File: config.mk
export PLATFORM = sky130hd
export DESIGN_NAME = fetch_stage_flat
export DESIGN_NICKNAME = d
export VERILOG_FILES = /design/src/rtl/fetch_stage_if.sv /design/src/rtl/fetch_stage.sv /design/src/flat_wrapper.sv
export SDC_FILE = /design/constraint.sdc
export NUM_CORES = 1
export LEC_CHECK = 0
export ABC_AREA = 1
export CORE_MARGIN = 5
export CORE_UTILIZATION = 30
export DETAILED_ROUTE_END_ITERATION = 12
export DONT_BUFFER_PORTS = 1
export HOLD_SLACK_MARGIN = 0.15
export PLACE_DENSITY_LB_ADDON = 0.1
export SYNTH_ARGS = -nofsm -noshare
export SYNTH_HDL_FRONTEND = slang
export SYNTH_SLANG_ARGS = --single-unit
export TNS_END_PERCENT = 100
File: constraint.sdc
create_clock -name i_clk -period 4 [get_ports i_clk]
set_input_delay 0.4 -clock i_clk [delete_from_list [all_inputs] [get_ports i_clk]]
set_output_delay 0.4 -clock i_clk [all_outputs]
set_load 0.01 [all_outputs]
File: src/rtl/fetch_stage_if.sv
// Instruction-memory request/response channel and IF/ID output bundle of the fetch stage.
// The master side is the fetch stage itself; the slave side is memory plus the decode boundary.
interface fetch_stage_if;
    logic        o_imem_req_valid;
    logic        i_imem_req_ready;
    logic [31:0] o_imem_req_addr;
    logic        i_imem_rsp_valid;
    logic [31:0] i_imem_rsp_data;
    logic        o_id_valid;
    logic [31:0] o_id_pc;
    logic [31:0] o_id_instr;

    modport master (
        output o_imem_req_valid,
        output o_imem_req_addr,
        output o_id_valid,
        output o_id_pc,
        output o_id_instr,
        input  i_imem_req_ready,
        input  i_imem_rsp_valid,
        input  i_imem_rsp_data
    );

    modport slave (
        input  o_imem_req_valid,
        input  o_imem_req_addr,
        input  o_id_valid,
        input  o_id_pc,
        input  o_id_instr,
        output i_imem_req_ready,
        output i_imem_rsp_valid,
        output i_imem_rsp_data
    );
endinterface

File: src/rtl/fetch_stage.sv
// Instruction fetch: PC, credit-limited in-order memory requests, instruction buffer feeding IF/ID,
// with hazard stall (hold output) and flush (redirect, discard younger work).
module fetch_stage #(
    parameter logic [31:0] RESET_PC = 32'h0000_0000,
    parameter int          DEPTH    = 2
) (
    input  logic          i_clk,
    input  logic          i_reset,
    input  logic          i_stall,
    input  logic          i_flush,
    input  logic [31:0]   i_redirect_pc,
    fetch_stage_if.master bus
);
    localparam int PW = $clog2(DEPTH);
    localparam int CW = PW + 1;
    localparam int AD = 2 * DEPTH;
    localparam int AW = PW + 1;
    localparam logic [CW:0] DEPTH_W = (CW + 1)'(DEPTH);
    localparam logic [31:0] NOP = 32'h0000_0013;

    logic [31:0]   pc;
    logic [CW-1:0] outstanding;
    logic [CW-1:0] occupancy;
    logic [CW-1:0] drop_cnt;

    logic [31:0]   buf_pc    [DEPTH];
    logic [31:0]   buf_instr [DEPTH];
    logic [PW-1:0] buf_rd;
    logic [PW-1:0] buf_wr;

    // Stale requests still in flight after a flush need address slots too, hence twice DEPTH.
    logic [31:0]   af_addr [AD];
    logic [AW-1:0] af_rd;
    logic [AW-1:0] af_wr;
    logic [CW:0]   af_count;

    logic credit_ok;
    logic req_valid;
    logic accept;
    logic rsp;
    logic rsp_keep;
    logic rsp_drop;
    logic id_valid;
    logic push;
    logic pop;

    assign credit_ok = ({1'b0, outstanding} + {1'b0, occupancy}) < DEPTH_W;
    assign req_valid = !i_reset && !i_flush && credit_ok;
    assign accept    = req_valid && bus.i_imem_req_ready;
    assign rsp       = bus.i_imem_rsp_valid;
    assign rsp_drop  = rsp && (drop_cnt != '0);
    assign rsp_keep  = rsp && (drop_cnt == '0);
    assign id_valid  = (occupancy != '0);
    assign push      = rsp_keep && !i_flush;
    assign pop       = id_valid && !i_stall && !i_flush;

    assign bus.o_imem_req_valid = req_valid;
    assign bus.o_imem_req_addr  = pc;
    assign bus.o_id_valid       = id_valid;
    assign bus.o_id_pc          = buf_pc[buf_rd];
    assign bus.o_id_instr       = buf_instr[buf_rd];

    always_ff @(posedge i_clk) begin
        if (!i_reset && accept) begin
            af_addr[af_wr] <= pc;
        end
    end

    always_ff @(posedge i_clk) begin
        if (i_reset) begin
            pc          <= RESET_PC;
            outstanding <= '0;
            occupancy   <= '0;
            drop_cnt    <= '0;
            buf_rd      <= '0;
            buf_wr      <= '0;
            af_rd       <= '0;
            af_wr       <= '0;
            af_count    <= '0;
            for (int i = 0; i < DEPTH; i++) begin
                buf_pc[i]    <= '0;
                buf_instr[i] <= NOP;
            end
        end else begin
            if (accept) begin
                af_wr <= af_wr + 1'b1;
            end
            if (rsp) begin
                af_rd <= af_rd + 1'b1;
            end
            af_count <= af_count + (CW + 1)'(accept) - (CW + 1)'(rsp);

            if (i_flush) begin
                // Everything in flight becomes stale; a response landing now is already discarded.
                pc          <= i_redirect_pc;
                outstanding <= '0;
                drop_cnt    <= drop_cnt + outstanding - CW'(rsp);
                occupancy   <= '0;
                buf_rd      <= '0;
                buf_wr      <= '0;
            end else begin
                if (accept) begin
                    pc <= pc + 32'd4;
                end
                outstanding <= outstanding + CW'(accept) - CW'(rsp_keep);
                drop_cnt    <= drop_cnt - CW'(rsp_drop);
                if (push) begin
                    buf_pc[buf_wr]    <= af_addr[af_rd];
                    buf_instr[buf_wr] <= bus.i_imem_rsp_data;
                    buf_wr            <= buf_wr + 1'b1;
                end
                if (pop) begin
                    buf_rd <= buf_rd + 1'b1;
                end
                occupancy <= occupancy + CW'(push) - CW'(pop);
            end
        end
    end

    always_ff @(posedge i_clk) begin
        if (!i_reset) begin
            assert (!(rsp && outstanding == '0 && drop_cnt == '0));
            assert (({1'b0, outstanding} + {1'b0, occupancy}) <= DEPTH_W);
            assert (af_count == ({1'b0, outstanding} + {1'b0, drop_cnt}));
            assert (!(push && !pop && {1'b0, occupancy} == DEPTH_W));
            assert ({1'b0, drop_cnt} <= DEPTH_W);
        end
    end
endmodule

File: src/flat_wrapper.sv
// flat-port wrapper written by rule: the top's interface ports become plain ports
module fetch_stage_flat 
#(
    parameter logic [31:0] RESET_PC = 32'h0000_0000,
    parameter int          DEPTH    = 2
)
  (i_clk, i_reset, i_stall, i_flush, i_redirect_pc, bus_o_imem_req_valid, bus_o_imem_req_addr, bus_o_id_valid, bus_o_id_pc, bus_o_id_instr, bus_i_imem_req_ready, bus_i_imem_rsp_valid, bus_i_imem_rsp_data);
  fetch_stage_if bus_i ();
  input  logic i_clk;
  input  logic i_reset;
  input  logic i_stall;
  input  logic i_flush;
  input  logic [31:0] i_redirect_pc;
  output wire logic [$bits(bus_i.o_imem_req_valid)-1:0] bus_o_imem_req_valid;
  output wire logic [$bits(bus_i.o_imem_req_addr)-1:0] bus_o_imem_req_addr;
  output wire logic [$bits(bus_i.o_id_valid)-1:0] bus_o_id_valid;
  output wire logic [$bits(bus_i.o_id_pc)-1:0] bus_o_id_pc;
  output wire logic [$bits(bus_i.o_id_instr)-1:0] bus_o_id_instr;
  input wire logic [$bits(bus_i.i_imem_req_ready)-1:0] bus_i_imem_req_ready;
  input wire logic [$bits(bus_i.i_imem_rsp_valid)-1:0] bus_i_imem_rsp_valid;
  input wire logic [$bits(bus_i.i_imem_rsp_data)-1:0] bus_i_imem_rsp_data;
  assign bus_o_imem_req_valid = bus_i.o_imem_req_valid;
  assign bus_o_imem_req_addr = bus_i.o_imem_req_addr;
  assign bus_o_id_valid = bus_i.o_id_valid;
  assign bus_o_id_pc = bus_i.o_id_pc;
  assign bus_o_id_instr = bus_i.o_id_instr;
  assign bus_i.i_imem_req_ready = bus_i_imem_req_ready;
  assign bus_i.i_imem_rsp_valid = bus_i_imem_rsp_valid;
  assign bus_i.i_imem_rsp_data = bus_i_imem_rsp_data;
  fetch_stage #(.RESET_PC(RESET_PC), .DEPTH(DEPTH)) u_core (.i_clk(i_clk), .i_reset(i_reset), .i_stall(i_stall), .i_flush(i_flush), .i_redirect_pc(i_redirect_pc), .bus(bus_i));
endmodule
==> results of run 1 <==
-- sequential cells by signal, indices dropped and copies added, names as in the netlist, named ones only --
name                        cells
u_core.af_addr                128
u_core.buf_instr               64
u_core.buf_pc                  64
u_core.bus.o_imem_req_addr     32
u_core.af_rd                    2
u_core.af_wr                    2
u_core.drop_cnt                 2
u_core.occupancy                2
u_core.outstanding              2
u_core.buf_rd                   1
u_core.buf_wr                   1
-- worst min path at each step --
stage / endpoint / slack, ns / cells after the start
2_1_floorplan: flop / 0.41 / 1
3_5_place_dp: flop / 0.46 / 1
3_3_place_gp: flop / 0.45 / 1
4_1_cts: u_core.buf_rd / 0.15 / 3
5_1_grt: u_core.bus.o_imem_req_addr[20] / 0.21 / 4
6_report: u_core.bus.o_imem_req_addr[18] / 0.20 / 4
-- worst register-to-register path: stages, from the launching register on --
cell	delay [ns]
dfxtp_1	0.34
nand2_1	0.06
inv_1	0.06
fa_1	0.40
nor2_1	0.14
nand2_2	0.08
nor2_2	0.43
buf_4	0.30
nand3_1	0.09
a31oi_1	0.15
dlygate4sd3_1	0.56
-- what timing repair did --
action                                 4_1_cts  5_1_grt
buffers inserted                             0        0
gates resized for setup                      0        0
hold buffers                                71        0
endpoints found under the hold margin      110        0
-- metrics by stage --
step | hold slack (ns) | power, W | setup slack, ns | cells | instance area (µm²)
3_3_place_gp | 0.453 | 0.00424 | 1.30 | 1709 | 13700
5_1_grt | 0.206 | 0.00760 | 1.10 | 1844 | 15500
2_1_floorplan | 0.412 | 0.00406 | 0.898 | 1164 | 13100
3_5_place_dp | 0.456 | 0.00423 | 1.34 | 1709 | 13700
6_report | 0.200 | 0.00726 | 1.33 | 1844 | 15500
4_1_cts | 0.153 | 0.00740 | 1.31 | 1844 | 15500
-- routing by layer --
metal	wire, µm	vias up	share of wire (%)
met5	0	-	0
met3	1960	48	5.6
met4	730	0	2.1
met2	16100	187	46
li1	-	4120	-
met1	16500	4055	47
-- logic make-up (layout without fill, tap and decap cells) --
group                      after synthesis  after routing  synth area share [%]
AOI/OAI and AO/OA                      129            129                  6.30
xor gates and xnor gates                12             12                 0.801
adders and majority gates               13             13                  1.30
muxes                                   64             64                  5.49
DFF                                    303            303                  65.7
buffers and inverters                  163            258                  5.22
and+or+nand+nor                        480            480                  15.1
-- power by group --
group,leakage (nW),switching (W),internal (W)
registers,2.87,0.000118,0.00355
clock network,0.525,0.00128,0.00176
logic,2.31,0.000341,0.000207
-- cell type report --
| cell class | instances | area share [%] |
|---|---|---|
| inverters | 110 | 2.66 |
| multi-input cells | 698 | 24.7 |
| repair buffers | 84 | 5.41 |
| well taps | 585 | 4.71 |
| clock inverters | 19 | 0.765 |
| flip-flops and latches | 303 | 55.6 |
| clock buffers | 45 | 6.15 |
-- placed cells by master, fill, tap and decap left out, types with 2 or more instances in the layout --
master,count
inv_1,104
nor2_1,168
clkbuf_1,8
clkbuf_16,37
buf_12,3
o21ai_0,29
xor2_1,5
dfxtp_2,2
a31oi_1,9
nand2_2,4
clkinv_4,2
nand2_1,235
a21oi_1,55
nand4_1,2
a32o_1,32
mux2_2,64
edfxtp_1,256
inv_2,5
nand3b_1,2
and2_1,3
or2_2,3
nand3_1,40
clkinv_2,6
buf_4,12
nor2_2,11
xnor2_1,7
dlygate4sd3_1,69
dfxtp_1,44
ha_1,12
o211ai_1,3
nor2_4,4
nand2_4,4
clkinv_1,10
==> impl_results.md, run 1 <==
- R2R Path Start: u_core.occupancy[0]
- Status: finished, final reports clean
- Final HPWL from detailed placement: around 22000 µm
- Clk slew on worst S/H paths: 0.06 ns
- Final Hold Viols: 0
- ANT nets after route: 0
- Routability cong.: approximately 0.74
- Initial core utilization: between 30% and 40%
- Routed WL per cell: roughly 19 µm
- Max Freq: 0.374 GHz
- DR pass1 iterations: 5
- Initial drt markers: ~520
- Crit end category: flop
- Total CTS buffers: 37
- # port buffers: 0
- Die Area: just under 50000 µm²
- Leakage power: ~5.7 nW
- Vias per cell: between 4 and 5
- WP data required: 4.47 ns
- Width of the die: ~220 µm
- Cell taking the most area after synthesis: edfxtp_1
- Most frequent cell after synthesis: edfxtp_1
- Synth Area per Inst: ~11 µm²
- Ratio of cells with drive above 1 in the final layout: 12.9%
- RSZ-0062 raised after global routing: no
- Setup TNS: 0 ns
- Multi-input gate area: 3840 µm²
- Clock latency on the worst-skew pair: 0.53 ns
- Slew HR: about 23%
- FFs w/ async S/R, synth: 0%
- Sum of buffers and inverters on the critical path: 3
- Power Dens Cells: 468 nW/µm²
- Most area-consuming cells after synthesis: edfxtp_1, dfxtp_1, nand2_1, mux2_2, nor2_1
- Final #Nets: about 1300
- Slowest cell on crit path: dlygate4sd3_1
- Largest net degree at the start of global routing: 65
- Clock sinks: 303
- Initial antenna violation count: 0
- Vias in the first global route: approximately 8400
- Busiest layer in global routing: met2
- Worst-path maximum fanout: 14
- Max-slew violations: 0
- Register area: approximately 8600 µm²
- Met2 Use GR: 23.5%
- Worst slew pin tran: 1.16 ns
- Gate Count Post-Synth: around 1200
- Rows: 76
- WP depth: 10
- R2R cell count: 10
- Tcrit/Tclk final: ~67%
- Number of synthesized register bits: roughly 300
- Top_reg_cell synth: edfxtp_1
- Max-Cap Viols: 0
- Final WL: roughly 35000 µm
- Max rail drop VDD: ~0.19 mV
- Yosys top cell area share: between 50% and 60%
- Antenna diodes: 0
- Critical Path Start: u_core.occupancy[0]
- CP cell instances: nand2_1 -> inv_1 -> fa_1 -> nor2_1 -> nand2_2 -> nor2_2 -> buf_4 -> nand3_1 -> a31oi_1 -> dlygate4sd3_1
- # fillers: about 4400
- Post-synth EDFFs: 256
- Clock root buffer: clkbuf_16
- Crit start category: flop
- Register area share after synthesis: around 66%
- Post-synth top cells: edfxtp_1, nand2_1, nor2_1
- TritonCTS clock tree: built
- Reg2Reg Setup Slack: roughly 1.3 ns
- Yosys cell types: 36
- Clock H-tree levels: 2
- Deepest clock path buffer count: 3
- Die Y: around 220 µm
- WP data arrival: 3.14 ns
- Min-delay src: i_flush
- DR vias: about 8400
- Setup CP Type: flop to flop
- Syn Nets: about 1200
- Setup violations, final: 0
- Clock skew: between 0.015 and 0.02 ns
- Crit path capture: u_core.bus.o_imem_req_addr[4]
- Delay-heaviest family, CP: buffers and inverters
- Worst hold path class: primary input to flop
- R2r endpoint: u_core.bus.o_imem_req_addr[4]
- Max incr delay on CP: between 0.5 and 0.6 ns
- Area of the core: ~43000 µm²
- Remaining global-route overflow: 0
- Area grow syn2layout: 18.3%
- First-pass GRT wire length: 53200 µm
- Tot GR Track Use: between 10% and 20%
- Top Ports: about 170
- Synthesized area: around 13000 µm²
- Met1 usage in global routing: 19.9%
- Tmin final: about 2.7 ns
- Grt met3 use: around 3.4%
- Warnings from Yosys: 0
- Core Util, Final: 36.0%
- Detailed-route DRC error count: 0
(Power assumes the default switching activity.)
==> inputs of run 2 (changes only) <==
==> constraint.sdc (replaced) <==
create_clock -name i_clk -period 2.65 [get_ports i_clk]
set_input_delay 0.265 -clock i_clk [delete_from_list [all_inputs] [get_ports i_clk]]
set_output_delay 0.265 -clock i_clk [all_outputs]
set_load 0.01 [all_outputs]
==> run 2 against run 1 <==
Worst setup slack got worse by 1.1 ns. Routed wire length about the same. Core utilization increased by 1.4 points. Sequential share of layout area decreased by 2.0 points. Highest routed layer unchanged. Largest power group unchanged. Final area increased by 3.8%. Clock skew increased by 0.0061 ns.
==> impl_results.md, run 2 (same netlist as run 1, synthesis figures left out) <==
- Most frequent cells in the layout: edfxtp_1, nand2_1, nor2_1, inv_1, dlygate4sd3_1 (unchanged)
- Max rail drop VDD: 0.527 mV (was 0.189 mV)
- Ratio of cells with drive above 1 in the final layout: 14.9% (was 12.9%)
- Largest regs: u_core.af_addr: 128 flops, u_core.buf_instr: 64 flops, u_core.buf_pc: 64 flops (unchanged)
- Clk slew on worst S/H paths: 0.06 ns (about the same)
- ANT nets after route: 0 (unchanged)
- Min-delay src: i_flush (unchanged)
- Deepest clock path buffer count: 3 (unchanged)
- Setup TNS: 0 ns (unchanged)
- Antenna diodes: 0 (unchanged)
- Rows: 76 (unchanged)
- Max Freq: 0.415 GHz (was 0.374 GHz)
- DR vias: 8551 (was 8410)
- First-pass GRT wire length: 54200 µm (was 53200 µm)
- Clock root buffer: clkbuf_16 (unchanged)
- Detailed-route DRC error count: 0 (unchanged)
- Max-Cap Viols: 0 (unchanged)
- Flip-flop count of the largest register after layout: 128 (unchanged)
- Routability cong.: 0.751 (was 0.742)
- Tot GR Track Use: 14.8% (was 14.6%)
- Vias per cell: 4.55 (was 4.56)
- Status: finished, final reports clean (unchanged)
- Worst slew pin tran: 0.664 ns (was 1.16 ns)
- Power Dens Cells: 716 nW/µm² (was 468 nW/µm²)
- # port buffers: 0 (unchanged)
- Crit start category: flop (unchanged)
- R2r endpoint: u_core.bus.o_imem_req_addr[18] (was u_core.bus.o_imem_req_addr[4])
- Largest net degree at the start of global routing: 63 (was 65)
- TritonCTS clock tree: built (unchanged)
- RSZ-0062 raised after global routing: no (unchanged)
- Initial core utilization: 30.4% (unchanged)
- WP data arrival: 2.89 ns (was 3.14 ns)
- Vias in the first global route: 8907 (was 8417)
- Setup violations, final: 0 (unchanged)
- Hold Crit Depth: 4 (unchanged)
- Worst Hold End: u_core.occupancy[0] (was u_core.bus.o_imem_req_addr[18])
- Worst-path maximum fanout: 18 (was 14)
- R2R cell count: 12 (was 10)
- Most common cell after layout, fill and taps aside: edfxtp_1 (unchanged)
- Slew HR: 55.7% (was 22.8%)
- Tmin final: 2.41 ns (was 2.67 ns)
- R2R Path Start: u_core.occupancy[0] (unchanged)
- Final #Nets: 1355 (was 1317)
- WHS: 0.242 ns (was 0.200 ns)
- Leakage power: 5.98 nW (was 5.70 nW)
- Setup CP Type: flop to flop (unchanged)
- Most flop-heavy register: u_core.af_addr (unchanged)
- Max-slew violations: 0 (unchanged)
- Reg2Reg Setup Slack: 0.24 ns (was 1.33 ns)
- Clock sinks: 303 (unchanged)
- Crit end category: flop (unchanged)
- Top Ports: 168 (unchanged)
- Die Area: 48000 µm² (unchanged)
- Final Hold Viols: 0 (unchanged)
- Tcrit/Tclk final: 90.9% (was 66.9%)
- Clock latency on the worst-skew pair: 0.54 ns (was 0.53 ns)
- Area of the core: 43200 µm² (unchanged)
- DR pass1 iterations: 4 (was 5)
- Clock skew: 0.0219 ns (was 0.0158 ns)
- Clock H-tree levels: 2 (unchanged)
- Critical Path Start: u_core.occupancy[0] (unchanged)
- Final WL: 35300 µm (about the same)
- Core Util, Final: 37.4% (was 36.0%)
- Remaining global-route overflow: 0 (unchanged)
- Die Y: 219 µm (unchanged)
- WP data required: 3.13 ns (was 4.47 ns)
- Area grow syn2layout: 22.9% (was 18.3%)
- Worst hold path class: primary input to flop (unchanged)
- Width of the die: 219 µm (unchanged)
- Final HPWL from detailed placement: 22800 µm (was 21800 µm)
- Routed WL per cell: 18.8 µm (was 19.1 µm)
- Initial drt markers: 492 (was 522)
- Total CTS buffers: 37 (unchanged)
- Initial antenna violation count: 0 (unchanged)
-- run 2: cell count changes in the layout (fill, tap and decap cells not counted), sizes merged --
cell / previous run / this run
dlygate4sd3: 69 / 86
inv: 109 / 110
clkbuf: 45 / 43
clkinvlp: 1 / 2
bufinv: 1 / 5
buf: 15 / 36
clkinv: 18 / 13
-- run 2: report_power, final --
group	total [W]	internal [W]	leakage [nW]	switching (W)
combinational	0.000919	0.000363	2.51	0.000556
sequential	0.00552	0.00536	2.87	0.000154
clock	0.00512	0.00315	0.598	0.00197
total	0.0116	0.00888	5.98	0.00268
-- run 2: worst max path at each step --
stage                                     end  depth (start not counted)
2_1_floorplan            u_core.af_addr[0][0]                          9
3_3_place_gp    u_core.bus.o_imem_req_addr[6]                         13
3_5_place_dp    u_core.bus.o_imem_req_addr[6]                         13
4_1_cts        u_core.bus.o_imem_req_addr[18]                         10
5_1_grt        u_core.bus.o_imem_req_addr[26]                         12
6_report       u_core.bus.o_imem_req_addr[18]                         12
-- run 2: stage by stage --
stage,instances,cell area (µm²),setup WS [ns],total power (W)
after floorplan,1164,13100,-0.452,0.00612
after CTS,1881,16100,0.176,0.0118
after global routing,1881,16100,0.00559,0.0121
after global placement,1730,14000,0.555,0.00643
after detailed placement,1730,14000,0.536,0.00643
final,1881,16100,0.242,0.0116
-- run 2: cell type report --
class / count / area, µm²
timing repair buffer: 122 / 1280
clock inverter: 20 / 229
tap: 585 / 732
multi-input combinational: 698 / 3840
inverter: 110 / 413
fill: 4250 / 27000
sequential: 303 / 8640
clock buffer: 43 / 991
-- run 2: routing by layer --
layer,vias up,wire length (µm),GRT usage (%)
met5,-,0,0
met4,0,776,4.42
met3,53,1820,3.20
met2,193,16500,24.7
met1,4118,16200,19.3
li1,4187,-,-
-- run 2: critical path, stage by stage (launching register included) --
cell	delay, ns
dfxtp_1	0.32
nand2_1	0.07
inv_1	0.05
fa_1	0.47
nor2_1	0.05
nand2_2	0.08
inv_2	0.07
nand2_4	0.18
nand2_8	0.15
o21ai_0	0.20
inv_1	0.06
a21oi_1	0.12
dlygate4sd3_1	0.55
-- run 2: what timing repair did --
action	CTS	global route
hold buffers	88	0
hold endpoints to repair	111	0
resized for setup	0	2
setup buffers	0	0
endpoints found under the setup margin	0	6
